<file path="config.mk">
export PLATFORM = sky130hd
export DESIGN_NAME = mem_bank_mp
export DESIGN_NICKNAME = d
export VERILOG_FILES = /design/src/rtl/mem_bank_mp_pkg.sv /design/src/rtl/mem_bank_mp_rr_arbiter.sv /design/src/rtl/mem_bank_mp.sv
export SDC_FILE = /design/constraint.sdc
export NUM_CORES = 2
export LEC_CHECK = 0
export CAP_MARGIN = 0
export CORE_ASPECT_RATIO = 1.75
export CORE_MARGIN = 2
export CORE_UTILIZATION = 32
export CTS_CLUSTER_SIZE = 24
export DETAILED_ROUTE_END_ITERATION = 7
export PLACE_DENSITY = 0.52
export SLEW_MARGIN = 20
export SYNTH_ARGS = -nofsm -noshare
export SYNTH_HDL_FRONTEND = slang
export SYNTH_SLANG_ARGS = --single-unit
</file>
<file path="constraint.sdc">
create_clock -name clk -period 4.85 [get_ports clk]
set_input_delay 1.455 -clock clk [delete_from_list [all_inputs] [get_ports clk]]
set_output_delay 1.455 -clock clk [all_outputs]
set_load 0.05 [all_outputs]
</file>
<file path="src/rtl/mem_bank_mp_pkg.sv">
// Shared definitions for the multi-port scratchpad: FSM encoding and
// helpers for byte-lane counts and packed per-port slice offsets.
package mem_pkg;

    typedef enum logic {
        ST_INIT = 1'b0,
        ST_RUN  = 1'b1
    } state_t;

    // Number of byte lanes in a data word.
    function automatic int byte_lanes(input int width);
        return width / 8;
    endfunction

    // Low bit of element idx inside a packed vector of w-bit elements.
    function automatic int slice_lo(input int idx, input int w);
        return idx * w;
    endfunction

endpackage

</file>
<file path="src/rtl/mem_bank_mp_rr_arbiter.sv">
// Round-robin arbiter: grants the first requester at or after the pointer,
// wrapping around; produces a one-hot grant and its index.
module rr_arbiter #(
    parameter int NUM_PORTS = 2,
    parameter int PTR_W     = 1
) (
    input  logic [NUM_PORTS-1:0] i_req,
    input  logic [PTR_W-1:0]     i_ptr,
    output logic [NUM_PORTS-1:0] o_gnt,
    output logic [PTR_W-1:0]     o_idx,
    output logic                 o_any
);

    // Two passes: ports at/after the pointer first, then the wrapped ports below it.
    always_comb begin
        o_gnt = '0;
        o_idx = '0;
        o_any = 1'b0;
        for (int j = 0; j < NUM_PORTS; j++) begin
            if (!o_any && i_req[j] && (j >= int'(i_ptr))) begin
                o_gnt[j] = 1'b1;
                o_idx    = PTR_W'(j);
                o_any    = 1'b1;
            end
        end
        for (int j = 0; j < NUM_PORTS; j++) begin
            if (!o_any && i_req[j] && (j < int'(i_ptr))) begin
                o_gnt[j] = 1'b1;
                o_idx    = PTR_W'(j);
                o_any    = 1'b1;
            end
        end
    end

endmodule

</file>
<file path="src/rtl/mem_bank_mp.sv">
// Multi-port scratchpad: NUM_PORTS requesters share one WIDTH x DEPTH array
// through a round-robin arbiter. The array is cleared word-by-word after
// reset; every accepted request gets one response READ_LAT cycles later.
module mem_bank_mp #(
    parameter int WIDTH      = 32,
    parameter int DEPTH      = 64,
    parameter int NUM_PORTS  = 2,
    parameter int READ_LAT   = 1,
    parameter int ADDR_WIDTH = $clog2(DEPTH)
) (
    input  logic                            clk,
    input  logic                            res,
    input  logic [NUM_PORTS-1:0]            req_valid,
    output logic [NUM_PORTS-1:0]            req_ready,
    input  logic [NUM_PORTS-1:0]            req_wr_rd,
    input  logic [NUM_PORTS*ADDR_WIDTH-1:0] req_addr,
    input  logic [NUM_PORTS*WIDTH-1:0]      req_wdata,
    input  logic [NUM_PORTS*WIDTH/8-1:0]    req_be,
    output logic [NUM_PORTS-1:0]            resp_valid,
    output logic [NUM_PORTS*WIDTH-1:0]      resp_rdata,
    output logic [NUM_PORTS-1:0]            resp_err,
    output logic                            init_done
);
    import mem_pkg::*;

    localparam int LANES = byte_lanes(WIDTH);
    localparam int PW    = (NUM_PORTS > 1) ? $clog2(NUM_PORTS) : 1;

    state_t                r_state;
    logic [ADDR_WIDTH-1:0] r_init_ptr;
    logic                  r_done;
    logic [PW-1:0]         r_rr_ptr;
    logic [WIDTH-1:0]      r_mem [DEPTH];

    logic [NUM_PORTS-1:0]  w_gnt;
    logic [PW-1:0]         w_gidx;
    logic                  w_any;
    logic                  w_xfer;
    logic                  w_wr;
    logic [ADDR_WIDTH-1:0] w_addr;
    logic [WIDTH-1:0]      w_wdata;
    logic [LANES-1:0]      w_be;
    logic                  w_in_range;
    logic [WIDTH-1:0]      w_rd_word;

    // Response pipeline: {valid, port, err, rdata} per stage.
    logic                  r_vld_p  [READ_LAT];
    logic [PW-1:0]         r_port_p [READ_LAT];
    logic                  r_err_p  [READ_LAT];
    logic [WIDTH-1:0]      r_data_p [READ_LAT];

    rr_arbiter #(
        .NUM_PORTS (NUM_PORTS),
        .PTR_W     (PW)
    ) u_arb (
        .i_req (req_valid),
        .i_ptr (r_rr_ptr),
        .o_gnt (w_gnt),
        .o_idx (w_gidx),
        .o_any (w_any)
    );

    // Accept only in RUN and never while reset is held.
    always_comb begin
        req_ready = '0;
        if ((r_state == ST_RUN) && !res && w_any) begin
            req_ready = w_gnt;
        end
    end

    assign w_xfer = |req_ready;

    // Select the granted port's request fields from the packed buses.
    always_comb begin
        w_wr    = 1'b0;
        w_addr  = '0;
        w_wdata = '0;
        w_be    = '0;
        for (int p = 0; p < NUM_PORTS; p++) begin
            if (w_gnt[p]) begin
                w_wr    = req_wr_rd[p];
                w_addr  = req_addr[slice_lo(p, ADDR_WIDTH) +: ADDR_WIDTH];
                w_wdata = req_wdata[slice_lo(p, WIDTH) +: WIDTH];
                w_be    = req_be[slice_lo(p, LANES) +: LANES];
            end
        end
    end

    assign w_in_range = ({1'b0, w_addr} < (ADDR_WIDTH + 1)'(DEPTH));
    assign w_rd_word  = (w_in_range && !w_wr) ? r_mem[w_addr] : '0;

    // INIT/RUN sequencer; init_done rises with the move to RUN.
    always_ff @(posedge clk) begin
        if (res) begin
            r_state    <= ST_INIT;
            r_init_ptr <= '0;
            r_done     <= 1'b0;
        end else if (r_state == ST_INIT) begin
            r_init_ptr <= r_init_ptr + 1'b1;
            if (r_init_ptr == ADDR_WIDTH'(DEPTH - 1)) begin
                r_state <= ST_RUN;
                r_done  <= 1'b1;
            end
        end
    end

    assign init_done = r_done;

    // Round-robin pointer advances past the granted port on each transfer.
    always_ff @(posedge clk) begin
        if (res) begin
            r_rr_ptr <= '0;
        end else if (w_xfer) begin
            r_rr_ptr <= (w_gidx == PW'(NUM_PORTS - 1)) ? '0 : w_gidx + 1'b1;
        end
    end

    // Array writes: zero fill during INIT, byte-masked writes during RUN.
    always_ff @(posedge clk) begin
        if (r_state == ST_INIT) begin
            r_mem[r_init_ptr] <= '0;
        end else if (w_xfer && w_wr && w_in_range) begin
            for (int b = 0; b < LANES; b++) begin
                if (w_be[b]) begin
                    r_mem[w_addr][b*8 +: 8] <= w_wdata[b*8 +: 8];
                end
            end
        end
    end

    // Stage 0 / shift: response valid bits (flushed by reset).
    always_ff @(posedge clk) begin
        if (res) begin
            for (int s = 0; s < READ_LAT; s++) begin
                r_vld_p[s] <= 1'b0;
            end
        end else begin
            r_vld_p[0] <= w_xfer;
            for (int s = 1; s < READ_LAT; s++) begin
                r_vld_p[s] <= r_vld_p[s-1];
            end
        end
    end

    // Stage 0 / shift: response payload (qualified by the valid bits).
    always_ff @(posedge clk) begin
        r_port_p[0] <= w_gidx;
        r_err_p[0]  <= !w_in_range;
        r_data_p[0] <= w_rd_word;
        for (int s = 1; s < READ_LAT; s++) begin
            r_port_p[s] <= r_port_p[s-1];
            r_err_p[s]  <= r_err_p[s-1];
            r_data_p[s] <= r_data_p[s-1];
        end
    end

    // Pipeline tail: route the response to its issuing port.
    always_comb begin
        resp_valid = '0;
        resp_err   = '0;
        resp_rdata = '0;
        for (int p = 0; p < NUM_PORTS; p++) begin
            if (r_vld_p[READ_LAT-1] && (r_port_p[READ_LAT-1] == PW'(p))) begin
                resp_valid[p]                         = 1'b1;
                resp_err[p]                           = r_err_p[READ_LAT-1];
                resp_rdata[slice_lo(p, WIDTH) +: WIDTH] = r_data_p[READ_LAT-1];
            end
        end
    end

endmodule
</file>
==> metrics.cfg <==
[status]
status = finished, final reports clean

[floorplan]
fp.dieArea_um2 = 270600
die_y_um = 686.7
num_rows = 250
ios = 161
start_util_pct = 32.16
core-area_um2 = 264900
fp.dieW_um = 394.1

[grt]
grt_pass1_wl_mm = 417.5
grt_usage_pct = 21.53
grt_max_degree = 65
grt-ovfl-total = 0
antenna_found_initial = 26
grt_pass1_vias = 55950

[placed_design]
io_buffers = 158
dpl.hpwl_mm = 212.9
place.gp.congestion = 0.8867
pre_cts_ws_ns = -0.5114

[routing]
first_pass_iters = 6
vias_per_cell = 5.223
wl_met3_mm = 15.30
first_iter_violations = 5105
ant_nets = 0
wire_per_inst_um = 28.07
top_layer = met5
drc_errors = 0
wl_mm = 299.5
vias = 55730
wl_met2_mm = 158.7
drt-met1-wl_mm = 109.2

[worst_setup_path]
crit_start = req_valid[0]
r2r-start = r_rr_ptr
crit_path_start_kind = primary input
rrSetupSlack_ns = 1.20
crit_chain = clkdlybuf4s50_1, a21boi_4, buf_4, a22o_4, buf_12, buf_12, buf_4, mux2i_1, mux2i_1, a32oi_1, a31oi_1, or4_1
crit_type = primary input to register
endpoint_kind = register
required_ns = 5.56
slowest_stage = clkdlybuf4s50_1
critPathMaxFanout = 11
r2r-end = r_data_p[0][31]
slowest_delay_ns = 0.62
critPathArrivalTime_ns = 5.27
reg2regPathDepth = 12

[sta]
clock.fmax_mhz = 219.2
finalHoldViolCount = 0
relSlewSlack_pct = 28.60
fin_crit_ns = 4.561
tightest_slew_ns = 1.067
finClkSkew_ns = 0.04643
drv_slew = 0
setup_ws_ns = 0.2886
post-route-period-util_pct = 94.05
setup_viol = 0
rsz0062_at_grt = false

[power_and_ir_drop]
p_per_area_nw_per_um2 = 362.9
pwr-share-comb_pct = 8.2
power_mw = 38.19
vdd_drop_max_mv = 0.3065
clkPwrFrac_pct = 39.7
swShare_pct = 23.47
internal_power_mw = 29.23
p_sw_mw = 8.961
p_leak_nw = 39.57
power_frac_seq_pct = 52.1

[worst_hold_path]
hold_depth = 2
hold_end = init_done
holdCritPathClass = register to register
hp-start = init_done

[synthesis]
yosysUniqueCellTypes = 73
ys_async_sr_fraction_pct = 0
yosys_warnings = 0
ys.flop_type = edfxtp_1
synthesis.area_um2 = 85220
muxShareOfSynthArea_pct = 6.272
synth_top_family_by_area = simple AND/OR/NAND/NOR gates
synth_edf_count = 2048
synthAdderAreaFrac_pct = 0.01468
synthXorXnorAreaFrac_pct = 0.05139
avgSynthCellArea_um2 = 14.02
synthSimpleGateAreaFrac_pct = 12.03
ys_seq_area_share_pct = 73.18
netlist_instances = 6078
synth_compound_area_share_pct = 5.502
synth_seq_cells = 2091

[cts]
cts_buffers = 188
post-cts-setup-buffer-count = 0
cts_root_buffer = clkbuf_16
clk_pin_slew_ns = 0.07
clock_sinks = 2091
cts.hold.buffers_added = 0
cts_max_level = 4
cts_tree = done
insertion_delay_ns = 0.88
clockBufferDepth = 4
cts.repair.resized = 0

[layout]
fin_nets = 7063
layout-drive-gt1-share_pct = 19.55
area_delta_synth_final_pct = 23.48
fillers = 24850

[run]
cap_violations = 0

worst max path at each step:
stage	slack [ns]	to
2_1_floorplan	-0.15	r_mem[0][23]
3_3_place_gp	-0.46	r_data_p[0][28]
3_5_place_dp	-0.51	r_data_p[0][31]
4_1_cts	0.13	resp_rdata[24]
5_1_grt	0.20	req_ready[1]
6_report	0.29	r_data_p[0][31]
worst max-delay path: cells and delay by family:
| kind | cells | cell delay [ns] |
|---|---|---|
| AND/OR/NAND/NOR | 1 | 0.55 |
| AO/OA/AOI/OAI | 4 | 1.51 |
| multiplexers | 2 | 0.31 |
| buffers and inverters | 5 | 1.42 |
cell type report:
| type | count | area (µm²) | area share [%] |
|---|---|---|---|
| antenna | 19 | 47.55 | 0.04518 |
| clock buffer | 241 | 5099 | 4.845 |
| clock inverter | 101 | 974.7 | 0.9263 |
| inverter | 57 | 214.0 | 0.2033 |
| multi-input combinational | 3487 | 20820 | 19.79 |
| sequential | 2091 | 62360 | 59.26 |
| tap | 3528 | 4414 | 4.195 |
| timing repair buffer | 1147 | 11290 | 10.73 |
per-layer routing:
layer	track usage, %	vias up
met3	2.477	563
met4	10.50	12
met1	24.19	28520
met2	40.09	1973
li1	-	24670
met5	0	-
stage by stage:
step                      std cells  util (%)  instance area [µm²]  TNS (ns)  hold slack (ns)
after global placement        10310     37.39                99050    -51.16           0.4766
after detailed placement      10310     37.40                99100    -77.14           0.4988
after floorplan                6079         -                85270    -78.85           0.4820
final                         10670     39.72               105200         0           0.4994
after global routing          10650     39.70               105200         0           0.5692
after CTS                     10650     39.70               105200         0           0.5084
logic make-up after synthesis:
| group | after synthesis |
|---|---|
| multiplexers | 534 |
| AND/OR/NAND/NOR | 2339 |
| buffers and inverters | 501 |
| XOR/XNOR | 5 |
| adder cells (fa/ha/maj) | 1 |
| AO/OA/AOI/OAI | 606 |
| other | 1 |
| flip-flops | 2091 |
registers in the layout (all words and copies together) (netlist names):
signal and cells:
init_done 1, r_vld_p 1, r_data_p 32, r_mem 2048, r_init_ptr 6, r_state 1
r_rr_ptr 1, r_port_p 1
power by group through the flow:
stage / clock network [mW] / logic, mW / registers (mW)
after detailed placement: 0 / 3.12 / 20.3
after floorplan: 0 / 1.39 / 20.1
after CTS: 15.4 / 3.13 / 19.9
after global placement: 0 / 3.11 / 20.3
after global routing: 16.0 / 3.25 / 19.9
final: 15.2 / 3.14 / 19.9
cell usage in the layout (no fill, tap or decap), drive strengths merged, types with 69 or more instances in the layout:
cell type and n:
edfxtp 2048, nand2 1217, buf 992, nand3 589, mux2i 534, nor2 268
clkbuf 241, clkdlybuf4s50 155, a32oi 113, a31oi 89, nor3 75, a21oi 74
a211oi 72, clkinv 69
synthesized netlist by cell type (5+ instances only):
cell	count	area share (%)
nand2_1	1213	5.3
a2111oi_0	7	0.072
a221o_1	5	0.059
clkbuf_1	147	0.65
nor2_1	227	1.0
mux2i_1	534	6.3
edfxtp_1	2048	72
and3_1	36	0.26
nand4_1	39	0.29
nor2_2	40	0.29
or4_1	16	0.14
o21a_1	6	0.053
or2_1	6	0.044
buf_6	26	0.34
a31oi_1	89	0.65
buf_4	44	0.39
o211ai_1	7	0.062
buf_1	22	0.097
a211oi_1	72	0.63
nand3_1	589	3.5
o221ai_1	7	0.072
a311oi_1	46	0.47
dfxtp_1	43	1.0
nor4_1	14	0.10
a22oi_1	50	0.44
or2_2	10	0.073
inv_1	57	0.25
nand2b_1	12	0.088
nor2b_1	5	0.037
a32oi_1	111	1.1
o22ai_1	24	0.18
o21ai_0	8	0.047
buf_2	203	1.2
a21oi_1	74	0.43
nor3_1	73	0.43
and2_1	39	0.29
a211o_1	8	0.082
a221oi_1	60	0.62
No activity file was read; power rests on OpenSTA's default activity.
